### src/rtl/space_invaders_pkg.sv
// Shared formation geometry defaults, FSM state encoding and width helper
// for the monster formation controller.
package space_invaders_pkg;

    localparam int unsigned DEF_ROWS       = 8;
    localparam int unsigned DEF_COLS       = 16;
    localparam int unsigned DEF_CELL_SHIFT = 5;
    localparam int unsigned OFFSET_W       = 11;
    localparam int unsigned COUNT_W        = 8;

    typedef enum logic [1:0] {
        ST_IDLE  = 2'd0,
        ST_CHECK = 2'd1,
        ST_CLEAR = 2'd2
    } state_e;

    function automatic int unsigned idx_width(input int unsigned n);
        return (n > 1) ? $clog2(n) : 1;
    endfunction

endpackage

### src/rtl/hit_cell_decode.sv
// Converts a pixel offset inside the formation bracket into a cell
// row/column and flags offsets that fall outside the populated grid.
module hit_cell_decode
    import space_invaders_pkg::*;
#(
    parameter int unsigned ROWS       = DEF_ROWS,
    parameter int unsigned COLS       = DEF_COLS,
    parameter int unsigned CELL_SHIFT = DEF_CELL_SHIFT,
    parameter int unsigned ROW_W      = idx_width(ROWS),
    parameter int unsigned COL_W      = idx_width(COLS)
) (
    input  logic [OFFSET_W-1:0] offset_x,
    input  logic [OFFSET_W-1:0] offset_y,
    output logic [ROW_W-1:0]    row,
    output logic [COL_W-1:0]    col,
    output logic                in_range
);

    logic [OFFSET_W-1:0] row_full;
    logic [OFFSET_W-1:0] col_full;

    // Range test uses the full-width cell index so large offsets cannot alias.
    always_comb begin
        row_full = offset_y >> CELL_SHIFT;
        col_full = offset_x >> CELL_SHIFT;
        in_range = (row_full < OFFSET_W'(ROWS)) && (col_full < OFFSET_W'(COLS));
        row      = row_full[ROW_W-1:0];
        col      = col_full[COL_W-1:0];
    end

endmodule

### src/rtl/monster_matrix_ctrl.sv
// Alive-matrix controller: decodes hit requests into cells, kills live
// monsters, keeps a running alive count and buffers one pending request.
module monster_matrix_ctrl
    import space_invaders_pkg::*;
#(
    parameter int unsigned ROWS       = DEF_ROWS,
    parameter int unsigned COLS       = DEF_COLS,
    parameter int unsigned CELL_SHIFT = DEF_CELL_SHIFT
) (
    input  logic                      clk,
    input  logic                      reset,
    input  logic                      startLevel,
    input  logic                      hitRequest,
    input  logic [OFFSET_W-1:0]       hitOffsetX,
    input  logic [OFFSET_W-1:0]       hitOffsetY,
    output logic [ROWS-1:0][COLS-1:0] mat,
    output logic                      hitAck,
    output logic                      scorePulse,
    output logic                      hitDropped,
    output logic [COUNT_W-1:0]        aliveCount,
    output logic                      allDead,
    output logic                      busy
);

    localparam int unsigned ROW_W = idx_width(ROWS);
    localparam int unsigned COL_W = idx_width(COLS);
    localparam logic [COUNT_W-1:0] FULL_COUNT = COUNT_W'(ROWS * COLS);

    state_e                   state_q, state_d;
    logic [ROWS-1:0][COLS-1:0] mat_q, mat_d;
    logic [COUNT_W-1:0]       alive_q, alive_d;
    logic                     all_dead_q, all_dead_d;
    logic                     ack_q, ack_d;
    logic                     score_q, score_d;
    logic                     drop_q, drop_d;
    logic [ROW_W-1:0]         cur_row_q, cur_row_d;
    logic [COL_W-1:0]         cur_col_q, cur_col_d;
    logic                     cur_in_q, cur_in_d;
    logic                     pend_valid_q, pend_valid_d;
    logic [ROW_W-1:0]         pend_row_q, pend_row_d;
    logic [COL_W-1:0]         pend_col_q, pend_col_d;
    logic                     pend_in_q, pend_in_d;

    logic [ROW_W-1:0]         dec_row;
    logic [COL_W-1:0]         dec_col;
    logic                     dec_in;
    logic                     hit_live;

    hit_cell_decode #(
        .ROWS       (ROWS),
        .COLS       (COLS),
        .CELL_SHIFT (CELL_SHIFT),
        .ROW_W      (ROW_W),
        .COL_W      (COL_W)
    ) u_decode (
        .offset_x (hitOffsetX),
        .offset_y (hitOffsetY),
        .row      (dec_row),
        .col      (dec_col),
        .in_range (dec_in)
    );

    always_comb begin
        state_d      = state_q;
        mat_d        = mat_q;
        alive_d      = alive_q;
        all_dead_d   = (alive_q == '0);
        ack_d        = 1'b0;
        score_d      = 1'b0;
        drop_d       = 1'b0;
        cur_row_d    = cur_row_q;
        cur_col_d    = cur_col_q;
        cur_in_d     = cur_in_q;
        pend_valid_d = pend_valid_q;
        pend_row_d   = pend_row_q;
        pend_col_d   = pend_col_q;
        pend_in_d    = pend_in_q;
        hit_live     = cur_in_q && mat_q[cur_row_q][cur_col_q];

        if (startLevel) begin
            state_d      = ST_IDLE;
            mat_d        = '1;
            alive_d      = FULL_COUNT;
            all_dead_d   = 1'b0;
            pend_valid_d = 1'b0;
        end else begin
            unique case (state_q)
                ST_IDLE: begin
                    if (hitRequest) begin
                        cur_row_d = dec_row;
                        cur_col_d = dec_col;
                        cur_in_d  = dec_in;
                        state_d   = ST_CHECK;
                    end
                end
                ST_CHECK: begin
                    state_d = ST_CLEAR;
                    ack_d   = 1'b1;
                    if (hit_live) begin
                        mat_d[cur_row_q][cur_col_q] = 1'b0;
                        score_d = 1'b1;
                        if (alive_q != '0) begin
                            alive_d = alive_q - 1'b1;
                        end
                    end
                    if (hitRequest) begin
                        if (pend_valid_q) begin
                            drop_d = 1'b1;
                        end else begin
                            pend_valid_d = 1'b1;
                            pend_row_d   = dec_row;
                            pend_col_d   = dec_col;
                            pend_in_d    = dec_in;
                        end
                    end
                end
                ST_CLEAR: begin
                    // An empty buffer lets a request arriving now go straight to CHECK.
                    if (pend_valid_q) begin
                        cur_row_d    = pend_row_q;
                        cur_col_d    = pend_col_q;
                        cur_in_d     = pend_in_q;
                        pend_valid_d = 1'b0;
                        state_d      = ST_CHECK;
                        drop_d       = hitRequest;
                    end else if (hitRequest) begin
                        cur_row_d = dec_row;
                        cur_col_d = dec_col;
                        cur_in_d  = dec_in;
                        state_d   = ST_CHECK;
                    end else begin
                        state_d = ST_IDLE;
                    end
                end
                default: state_d = ST_IDLE;
            endcase
        end
    end

    always_ff @(posedge clk or posedge reset) begin
        if (reset) begin
            state_q      <= ST_IDLE;
            mat_q        <= '0;
            alive_q      <= '0;
            all_dead_q   <= 1'b1;
            ack_q        <= 1'b0;
            score_q      <= 1'b0;
            drop_q       <= 1'b0;
            cur_row_q    <= '0;
            cur_col_q    <= '0;
            cur_in_q     <= 1'b0;
            pend_valid_q <= 1'b0;
            pend_row_q   <= '0;
            pend_col_q   <= '0;
            pend_in_q    <= 1'b0;
        end else begin
            state_q      <= state_d;
            mat_q        <= mat_d;
            alive_q      <= alive_d;
            all_dead_q   <= all_dead_d;
            ack_q        <= ack_d;
            score_q      <= score_d;
            drop_q       <= drop_d;
            cur_row_q    <= cur_row_d;
            cur_col_q    <= cur_col_d;
            cur_in_q     <= cur_in_d;
            pend_valid_q <= pend_valid_d;
            pend_row_q   <= pend_row_d;
            pend_col_q   <= pend_col_d;
            pend_in_q    <= pend_in_d;
        end
    end

    assign mat        = mat_q;
    assign aliveCount = alive_q;
    assign allDead    = all_dead_q;
    assign hitAck     = ack_q;
    assign scorePulse = score_q;
    assign hitDropped = drop_q;
    assign busy       = (state_q != ST_IDLE);

endmodule

### config.mk
export PLATFORM = sky130hd
export DESIGN_NAME = monster_matrix_ctrl
export DESIGN_NICKNAME = d
export VERILOG_FILES = /design/src/rtl/space_invaders_pkg.sv /design/src/rtl/hit_cell_decode.sv /design/src/rtl/monster_matrix_ctrl.sv
export SDC_FILE = /design/constraint.sdc
export NUM_CORES = 1
export LEC_CHECK = 0
export BUFFER_PORTS_ARGS = -buffer_cell sky130_fd_sc_hd__buf_2
export CELL_PAD_IN_SITES_DETAIL_PLACEMENT = 0
export CELL_PAD_IN_SITES_GLOBAL_PLACEMENT = 2
export CORE_MARGIN = 2
export CORE_UTILIZATION = 34
export CTS_CLUSTER_DIAMETER = 60
export DETAILED_ROUTE_END_ITERATION = 8
export HOLD_SLACK_MARGIN = 0.03
export PLACE_DENSITY_LB_ADDON = 0.1
export SETUP_SLACK_MARGIN = 0.1
export SYNTH_ARGS = -nofsm -noshare
export SYNTH_HDL_FRONTEND = slang
export SYNTH_HIERARCHICAL = 1
export SYNTH_SLANG_ARGS = --single-unit
### constraint.sdc
create_clock -name clk -period 5.83 [get_ports clk]
set_clock_uncertainty 0.2 [all_clocks]
set_input_delay 0.8745 -clock clk [delete_from_list [all_inputs] [get_ports clk]]
set_output_delay 0.8745 -clock clk [all_outputs]
set_load 0.01 [all_outputs]
== Yosys cells after proc, flatten, opt, wreduce, memory -nomap -nowiden ==
Index checks and enable logic that the tools add are counted.
Storage, ports and cells
  flip-flop bits (word level): 159
  bits in latches: 0
  bits in writable memories: 0
  ROM bits: 0
  bits of input ports: 26
  output and inout bits: 141
  logic and storage cells: 97
  memories kept: 0
Cells by class
  add/subtract/negate cells: 1
  $mul: 0
  div/mod/pow operators: 0
  order comparisons: 6
  equality and inequality tests: 4
  shift-type cells: 0
  mux-type cells: 43
  bitwise logic cells: 4
  reduce and logical (&&, ||, !) cells: 18
Operators by type and width (number)
  $mux 128: 3
  $and 128x128->128: 1
  $not 128->128: 1
  $bmux 16 s3: 1
  $demux 16 s3: 1
  $mux 16: 2
  $mux 8: 4
  $mux 1: 18
  $reduce_bool 2->1: 5
  $logic_not 8->1: 1
  $mux 4: 2
  $pmux 4 s2: 1
  $reduce_bool 8->1: 1
  $sub 8x1->8 const B: 1
  $lt 6x4->1 const B: 1
  $lt 6x5->1 const B: 1
  $mux 3: 2
  $ne 3x3->1 const B: 2
  $pmux 1 s2: 3
  $pmux 2 s3: 1
  $pmux 3 s2: 1
  $reduce_and 2->1: 3
  $lt 4x5->1 const B: 1
  $bmux 1 s4: 1
  13 further kinds: 18

== Depth between registers and ports, before layout ==
Gate-level depths: netlist of run 1.
  depth after elaboration: 11
  mapped depth: 12
  depth with buffers taken out: 7

== By module ==
Netlist of run 1, hierarchy kept.
Modules (own cells, without submodules)
  monster_matrix_ctrl: instances 1, cells an instance 722, area each 7457.2 um^2, seq. area each 3980.1 um^2
  hit_cell_decode: instances 1, cells an instance 9, area each 63.8 um^2, seq. area each 0.0 um^2

== Least setup slack after synthesis of run 1 ==
No wires, ideal clock.
  kind: input to register
  from: input port startLevel
  to: register pend_col_q[0]
  setup time: 0.125 ns
  arrival: 2.726 ns
  required time: 5.505 ns
  setup slack: 2.780 ns
  stages: 6
  path buffers: 2
  path through: clkbuf_1 > inv_1 > nand2_1 > buf_1 > nor3b_1 > mux2_2
Between the ends
  longest elaborated chain between the ends: 2
RTL lines
  from (decl): line monster_matrix_ctrl.sv:12  | input logic startLevel,
  $not 1->1 (no line)
  $reduce_and 4->1 (no line)
  to (signal assigned): line monster_matrix_ctrl.sv:169  | pend_col_q <= pend_col_d;
  to (decl): line monster_matrix_ctrl.sv:41  | logic [COL_W-1:0] pend_col_q, pend_col_d;
Every way passes these cells.
A chain may end at the register's enable or synchronous reset.

== Final worst setup path of run 1 ==
  from: register cur_row_q[0]
  to: register mat_q (netlist bit mat[40])
Between the ends
  longest elaborated chain between the ends: 9
  elaborated cells between the ends (all ways): 17
  classes of those cells: order compare (2); mux (9); bitwise (2); reduce/logical (4)
RTL lines
  from (decl): line monster_matrix_ctrl.sv:36  | logic [ROW_W-1:0] cur_row_q, cur_row_d;
  from (signal assigned): line monster_matrix_ctrl.sv:164  | cur_row_q <= cur_row_d;
  $lt 3x4->1 (implied by the code) or $ge 3x1->1 (tied branches): line monster_matrix_ctrl.sv:100  | mat_d[cur_row_q][cur_col_q] = 1'b0;
  $logic_and 1x1->1 (implied by the code): line monster_matrix_ctrl.sv:100
  $mux 16 (implied by the code): line monster_matrix_ctrl.sv:100
  $demux 16 s3: line monster_matrix_ctrl.sv:100
  $not 128->128 (no line)
  $and 128x128->128 (no line)
  $mux 128: line monster_matrix_ctrl.sv:99  | if (hit_live) begin
  $mux 128: line monster_matrix_ctrl.sv:87  | unique case (state_q)
  $mux 128: line monster_matrix_ctrl.sv:80  | if (startLevel) begin
  to (signal assigned): line monster_matrix_ctrl.sv:158  | mat_q <= mat_d;
  to (decl): line monster_matrix_ctrl.sv:30  | logic [ROWS-1:0][COLS-1:0] mat_q, mat_d;
Several ways; a longest one is shown, not always the timed one. The select of a mux whose other input is x is not followed.

==> results.yml, run 1 <==
status:
  status: "finished, final reports clean"
detailed_routing:
  first_pass_iters: 5
  dr.first_iter.drc_count: 359
  vias_per_cell: 5.270
  vias: 6113
  wirelength_mm: 23.90
  post_drt_wl_per_cell_um: 20.60
  drc: 0
  drtAntennaViolNets: 0
power:
  power_density_nw_per_um2: 315.1
  power_uw: 2867
  vdd_drop_max_uv: 198.6
  leakagePower_uw: 0.003413
synthesis:
  synth_nets: 764
  synth_top_area_frac: 0.5257
  ys.flop_type: "dfrtp_1"
  yosysMostFrequentCell: "dfrtp_1"
  synth_area_um2: 7521
  synthTopCellsByArea: "dfrtp_1 (53%), a21oi_1 (9.8%), nor2_1 (7.8%), mux2i_1 (6.7%), a22oi_1 (2.4%)"
  async_flop_share: 1.000
  synth_common_cells: "dfrtp_1 (158), nor2_1 (157), a21oi_1 (148)"
  synth_cell_type_count: 49
  seq_area_frac_synth: 0.5292
  synthesis.instances: 731
  syn_area_per_cell_um2: 10.29
  ys_ff_latch: 159
  synth_edf_count: 0
  synth_warnings: 6
  yosysTopAreaCell: "dfrtp_1"
finish:
  seq_area_um2: 3984
  fin_nets: 900
  fillers: 2174
  syn2layout_area_growth_pct: 20.98
  multiInputGateArea_um2: 3171
  diodes: 0
  drive_gt1_frac: 0.2761
  fin_util: 0.4182
critical_path:
  crit_path_start_kind: "flop"
  timing_worst_setup_path_type: "reg2reg"
  worstPathRequired_ns: 5.90
  worstPathMaxFanout: 49
  cp-end-kind: "flop"
  cp.arrival_ns: 4.60
global_route:
  antenna_found_initial: 0
  grt_overflow_total: 0
  grt_pass1_wl_mm: 37.40
  first_global_vias: 6244
  grt_max_degree: 84
  grt_usage: 0.2075
sta:
  slew_violations: 0
  fmax_mhz: 220.7
  relSlewSlack: 0.2217
  setup_violations: 0
  post-route-period-util: 0.7772
  timing_hold_violations_final: 0
  rsz0062_at_grt: "false"
  worst_pin_slew_ns: 1.165
  fin_crit_ns: 4.531
  tns_ns: 0
  holdWs_ns: 0.3148
floorplanning:
  die-width_um: 152.7
  core_um2: 21760
  ios: 167
  core.rowCount: 54
  initial_core_util: 0.3457
  dieArea_um2: 23330
  die_h_um: 152.7
cts:
  clockBufferDepth: 2
  cts_buffers: 17
  clk_pin_slew_ns: 0.07
  ctsHoldBuffers: 0
  worstSkewPairLatency_ns: 0.43
  cts_tree: "yes"
  post_cts_buffers: 0
  cts-root-buf: "clkbuf_16"
  cts.sinks: 159
  postCtsResizedCells: 0
  cts_htree_levels: 4
place:
  hpwl_mm: 16.20
  portBuffers: 156
  gp_congestion: 0.8115
worst_hold_path:
  hold_class: "reg2reg"
job:
  maxCapViolCount: 0
[power by group]
part / switching (µW) / internal [µW] / total [µW]
logic: 259 / 144 / 403
clock network: 462 / 733 / 1200
registers: 116 / 1150 / 1270
[cells in the final DEF, fill, tap and decap left out, types with 3 or more instances in the layout]
| cell type | netlist | routed |
|---|---|---|
| nor2_1 | 157 | 157 |
| dfrtp_1 | 158 | 157 |
| buf_2 | 6 | 155 |
| a21oi_1 | 148 | 148 |
| mux2i_1 | 50 | 50 |
| a22oi_1 | 24 | 24 |
| buf_4 | 15 | 18 |
| clkbuf_16 | 0 | 17 |
| nand2_1 | 15 | 15 |
| mux2_2 | 13 | 13 |
| inv_1 | 12 | 11 |
| o22ai_1 | 10 | 10 |
| mux4_2 | 8 | 8 |
| nor4_4 | 6 | 8 |
| nand2b_1 | 7 | 7 |
| nor3_1 | 7 | 7 |
| ha_1 | 7 | 7 |
| nand3_1 | 5 | 5 |
| nor2b_1 | 4 | 4 |
| or4_1 | 4 | 4 |
| o21ai_0 | 4 | 4 |
| a21o_1 | 4 | 4 |
| inv_6 | 0 | 4 |
| bufinv_16 | 0 | 4 |
| o31ai_1 | 3 | 3 |
| clkinv_4 | 0 | 3 |
[area by class of cell]
class / instances / area share
Clock buffer: 20 / 0.04909
Clock inverter: 12 / 0.02008
Inverter: 13 / 0.005913
Multi-Input combinational cell: 503 / 0.3485
Sequential cell: 159 / 0.4378
Tap cell: 280 / 0.03850
Timing Repair Buffer: 173 / 0.1001
[stage by stage]
step                cells  area, µm²  setup slack (ns)
floorplan             731       7521            0.4656
global placement     1128       8469             1.373
detailed placement   1128       8469             1.302
CTS                  1160       9099             1.281
global route         1160       9099             1.074
finish               1160       9099             1.299
[flip-flops by register name (all words and copies together), names as in the netlist, 2 cells and up]
register    flops
cur_row_q       3
state_q         2
aliveCount      8
pend_row_q      3
cur_col_q       4
pend_col_q      4
mat           128
[final timing paths]
check	to	cells past startpoint	slack [ns]	startpoint
hold / removal	pend_row_q[2]$_DFFE_PP0P_	1	0.31	pend_row_q[2]$_DFFE_PP0P_
setup / recovery	mat[40]$_DFFE_PP0P_	10	1.30	cur_row_q[0]$_DFFE_PP0P_
setup reg to reg	mat[40]$_DFFE_PP0P_	10	1.30	cur_row_q[0]$_DFFE_PP0P_
hold reg to reg	pend_row_q[2]$_DFFE_PP0P_	1	0.31	pend_row_q[2]$_DFFE_PP0P_
min in group asynchronous	aliveCount[5]$_DFFE_PP0P_	2	0.37	reset
max in group asynchronous	cur_row_q[0]$_DFFE_PP0P_	3	3.93	reset
[worst max-delay path, stage by stage (launching register included)]
cell and delay (ns):
dfrtp_4 1.01, buf_4 0.32, mux2i_1 0.09, a22oi_1 0.19, a21oi_1 0.09, o41ai_1 0.66
o2111ai_2 0.50, buf_4 0.37, nor4_4 0.43, buf_4 0.32, a21oi_1 0.10
[metal layers]
metal,vias up,track usage,routed length (µm)
met5,-,0,0
met4,0,0.05291,284
met3,19,0.03754,1300
met2,183,0.3274,11170
met1,3072,0.2964,11150
li1,2839,-,-
[logic make-up after synthesis]
kind of cell,after synthesis,share of synthesized area
adders and majority gates,7,0.01164
AOI/OAI and AO/OA,201,0.1522
and+or+nand+nor,223,0.1439
buffers and inverters,69,0.05157
muxes,72,0.1115
DFF,159,0.5292
No activity file was read; power rests on OpenSTA's default activity.
==> inputs of run 2 (changes only) <==
--- a/config.mk
+++ b/config.mk
@@ -5,11 +5,12 @@
 export SDC_FILE = /design/constraint.sdc
 export NUM_CORES = 1
 export LEC_CHECK = 0
+export ABC_AREA = 1
 export BUFFER_PORTS_ARGS = -buffer_cell sky130_fd_sc_hd__buf_2
 export CELL_PAD_IN_SITES_DETAIL_PLACEMENT = 0
 export CELL_PAD_IN_SITES_GLOBAL_PLACEMENT = 2
 export CORE_MARGIN = 2
-export CORE_UTILIZATION = 34
+export CORE_UTILIZATION = 28
 export CTS_CLUSTER_DIAMETER = 60
 export DETAILED_ROUTE_END_ITERATION = 8
 export HOLD_SLACK_MARGIN = 0.03
==> constraint.sdc (replaced) <==
create_clock -name clk -period 3.85 [get_ports clk]
set_clock_uncertainty 0.2 [all_clocks]
set_input_delay 0.5775 -clock clk [delete_from_list [all_inputs] [get_ports clk]]
set_output_delay 0.5775 -clock clk [all_outputs]
set_load 0.01 [all_outputs]
==> run 2 against run 1 <==
- die area rose by 36%
- maximum frequency grew 47%
- routed wire length is 41% higher
- first-iteration DRC count up 32%
- largest cell class unchanged
- largest power group is now combinational cells
==> results.yml, run 2 <==
status:
  status: "finished, final reports clean"
detailed_routing:
  first_pass_iters: 5
  post_drt_wl_per_cell_um: 19.47
  wirelength_mm: 33.58
  drtAntennaViolNets: 0
  drc: 0
  vias: 7946
  vias_per_cell: 4.606
  dr.first_iter.drc_count: 473
critical_path:
  cp-end-kind: "flop"
  worstPathMaxFanout: 32
  timing_worst_setup_path_type: "reg2reg"
  crit_start: "cur_row_q[0]$_DFFE_PP0P_"
  rr_worst_depth: 15
  cp.arrival_ns: 3.24
  reg2reg_from: "cur_row_q[0]$_DFFE_PP0P_"
  worstPathRequired_ns: 4.02
  crit_path_start_kind: "flop"
floorplanning:
  core.rowCount: 63
  dieArea_um2: 31730
  die_h_um: 178.1
  initial_core_util: 0.2857
  ios: 167
  core_um2: 29720
  die-width_um: 178.1
synthesis:
  syn_area_per_cell_um2: 7.213
  synth_warnings: 6
  yosysMostFrequentCell: "nand2_1"
  ys_ff_latch: 159
  seq_area_frac_synth: 0.4688
  synth_common_cells: "nand2_1 (446), dfrtp_1 (158), inv_1 (139)"
  synth_compound_gate_area_share: 0.1129
  synth_area_um2: 8489
  ys.flop_type: "dfrtp_1"
  synthesis.instances: 1177
  synth-xor-area-share: 0.005158
  synth_top_area_frac: 0.4657
  synth_top_family_by_area: "simple AND/OR/NAND/NOR gates"
  synthTopCellsByArea: "dfrtp_1 (47%), nand2_1 (20%), inv_1 (6.1%), o21ai_1 (5.2%), o21ai_0 (4.5%)"
  synth_cell_type_count: 33
  async_flop_share: 1.000
  synthSimpleGateAreaFrac: 0.2850
  synth_nets: 1210
  yosysTopAreaCell: "dfrtp_1"
  synthMuxAreaShare: 0.01061
  synthAdderAreaFrac: 0.01032
  synth_edf_count: 0
sta:
  relSlewSlack: 0.2059
  post-route-period-util: 0.7981
  fin_crit_ns: 3.073
  slew_violations: 0
  fmax_mhz: 325.5
  tns_ns: 0
  setup_violations: 0
  rsz0062_at_grt: "false"
  timing_hold_violations_final: 0
  worst_pin_slew_ns: 1.187
finish:
  layout_common_cells: "nand2_1 (446), dfrtp_1 (157), buf_2 (156), inv_1 (137), o21ai_1 (89)"
  mostFrequentLayoutCell: "nand2_1"
  fin_nets: 1356
  diodes: 0
  stdcell_count: 1725
  largest_reg_flops: 128
  fillers: 3258
  syn2layout_area_growth_pct: 22.18
  drive_gt1_frac: 0.1850
cts:
  clockBufferDepth: 2
  cts_tree: "yes"
  clk_pin_slew_ns: 0.07
  worstSkewPairLatency_ns: 0.44
  cts-root-buf: "clkbuf_16"
  postCtsResizedCells: 0
  cts_htree_levels: 4
  post_cts_buffers: 0
  cts.sinks: 159
  ctsHoldBuffers: 0
  cts_buffers: 17
place:
  portBuffers: 156
  gp_congestion: 0.8103
  dp.cells: 1694
  hpwl_mm: 23.52
global_route:
  grt_overflow_total: 0
  grt_pass1_wl_mm: 50.15
  grt_max_degree: 127
  grt_usage: 0.2156
  first_global_vias: 7846
  antenna_found_initial: 0
power:
  switching_power_uw: 2977
  power_density_nw_per_um2: 640.7
  leakagePower_uw: 0.004729
  combPwrFrac: 0.420
  vdd_drop_max_uv: 352.9
  seqPwrFrac: 0.304
  swShare: 0.4479
  p_int_uw: 3669
  clkPwrFrac: 0.276
worst_hold_path:
  hold_class: "in2async"
job:
  maxCapViolCount: 0
## run 2: layout make-up
cell class,count,area (µm²),area share
timing repair buffer,190,1136,0.1095
clock buffer,20,456.7,0.04403
clock inverter,11,155.1,0.01496
sequential,159,3981,0.3838
inverter,144,548.0,0.05284
tap,390,488.0,0.04704
multi-input combinational,811,3607,0.3478
## run 2: critical path, stage by stage (launching register included)
cell	delay, ns
dfrtp_2	0.64
buf_4	0.34
nand2_1	0.08
nand3_1	0.18
nand2_1	0.14
o21ai_0	0.20
nand2_1	0.12
nor2_1	0.11
nor2_1	0.04
nor2_1	0.12
nand2_1	0.11
nand2_4	0.11
buf_12	0.19
buf_12	0.21
o21ai_0	0.12
nand2_1	0.07
## run 2: path summary, 6_finish.rpt
kind / to / slack (ns)
min reg2reg: mat[39]$_DFFE_PP0P_ / 0.30
max in group asynchronous: mat[125]$_DFFE_PP0P_ / 2.49
min in group clk: pend_col_q[3]$_DFFE_PP0P_ / 0.19
max reg2reg: mat[22]$_DFFE_PP0P_ / 0.78
min: mat[28]$_DFFE_PP0P_ / 0.09
max: mat[22]$_DFFE_PP0P_ / 0.78
## run 2: power by group through the flow
stage                     Combinational (µW)  Sequential [µW]  Clock [µW]
after floorplan                         1660             2020           0
after global placement                  2820             2060           0
after detailed placement                2810             2050           0
after CTS                               2820             2030        1890
after global routing                    3060             2050        1960
final                                   2790             2020        1830
## run 2: logic make-up after synthesis
| kind of cell | Yosys count |
|---|---|
| compound gates | 184 |
| xor+xnor | 5 |
| fa+ha+maj | 7 |
| buf+inv | 207 |
| flops | 159 |
| mux | 8 |
| simple gates | 607 |
## run 2: per-stage QoR
stage	cell area [µm²]	worst slack, ns	utilization	power (µW)	hold slack [ns]
final	10370	0.7774	0.3490	6646	0.08503
after CTS	10370	0.7799	0.3490	6732	0.09935
after floorplan	8493	1.058	-	3682	0.2798
after global placement	9761	0.7901	0.3284	4875	0.2803
after detailed placement	9761	0.8161	0.3284	4865	0.2826
after global routing	10370	0.5884	0.3490	7066	0.1285
## run 2: metal layers
metal | global-route usage | routed length, µm
met1 | 0.3151 | 16790
met2 | 0.3296 | 14820
met3 | 0.03389 | 1369
met4 | 0.05738 | 602
met5 | 0 | 0
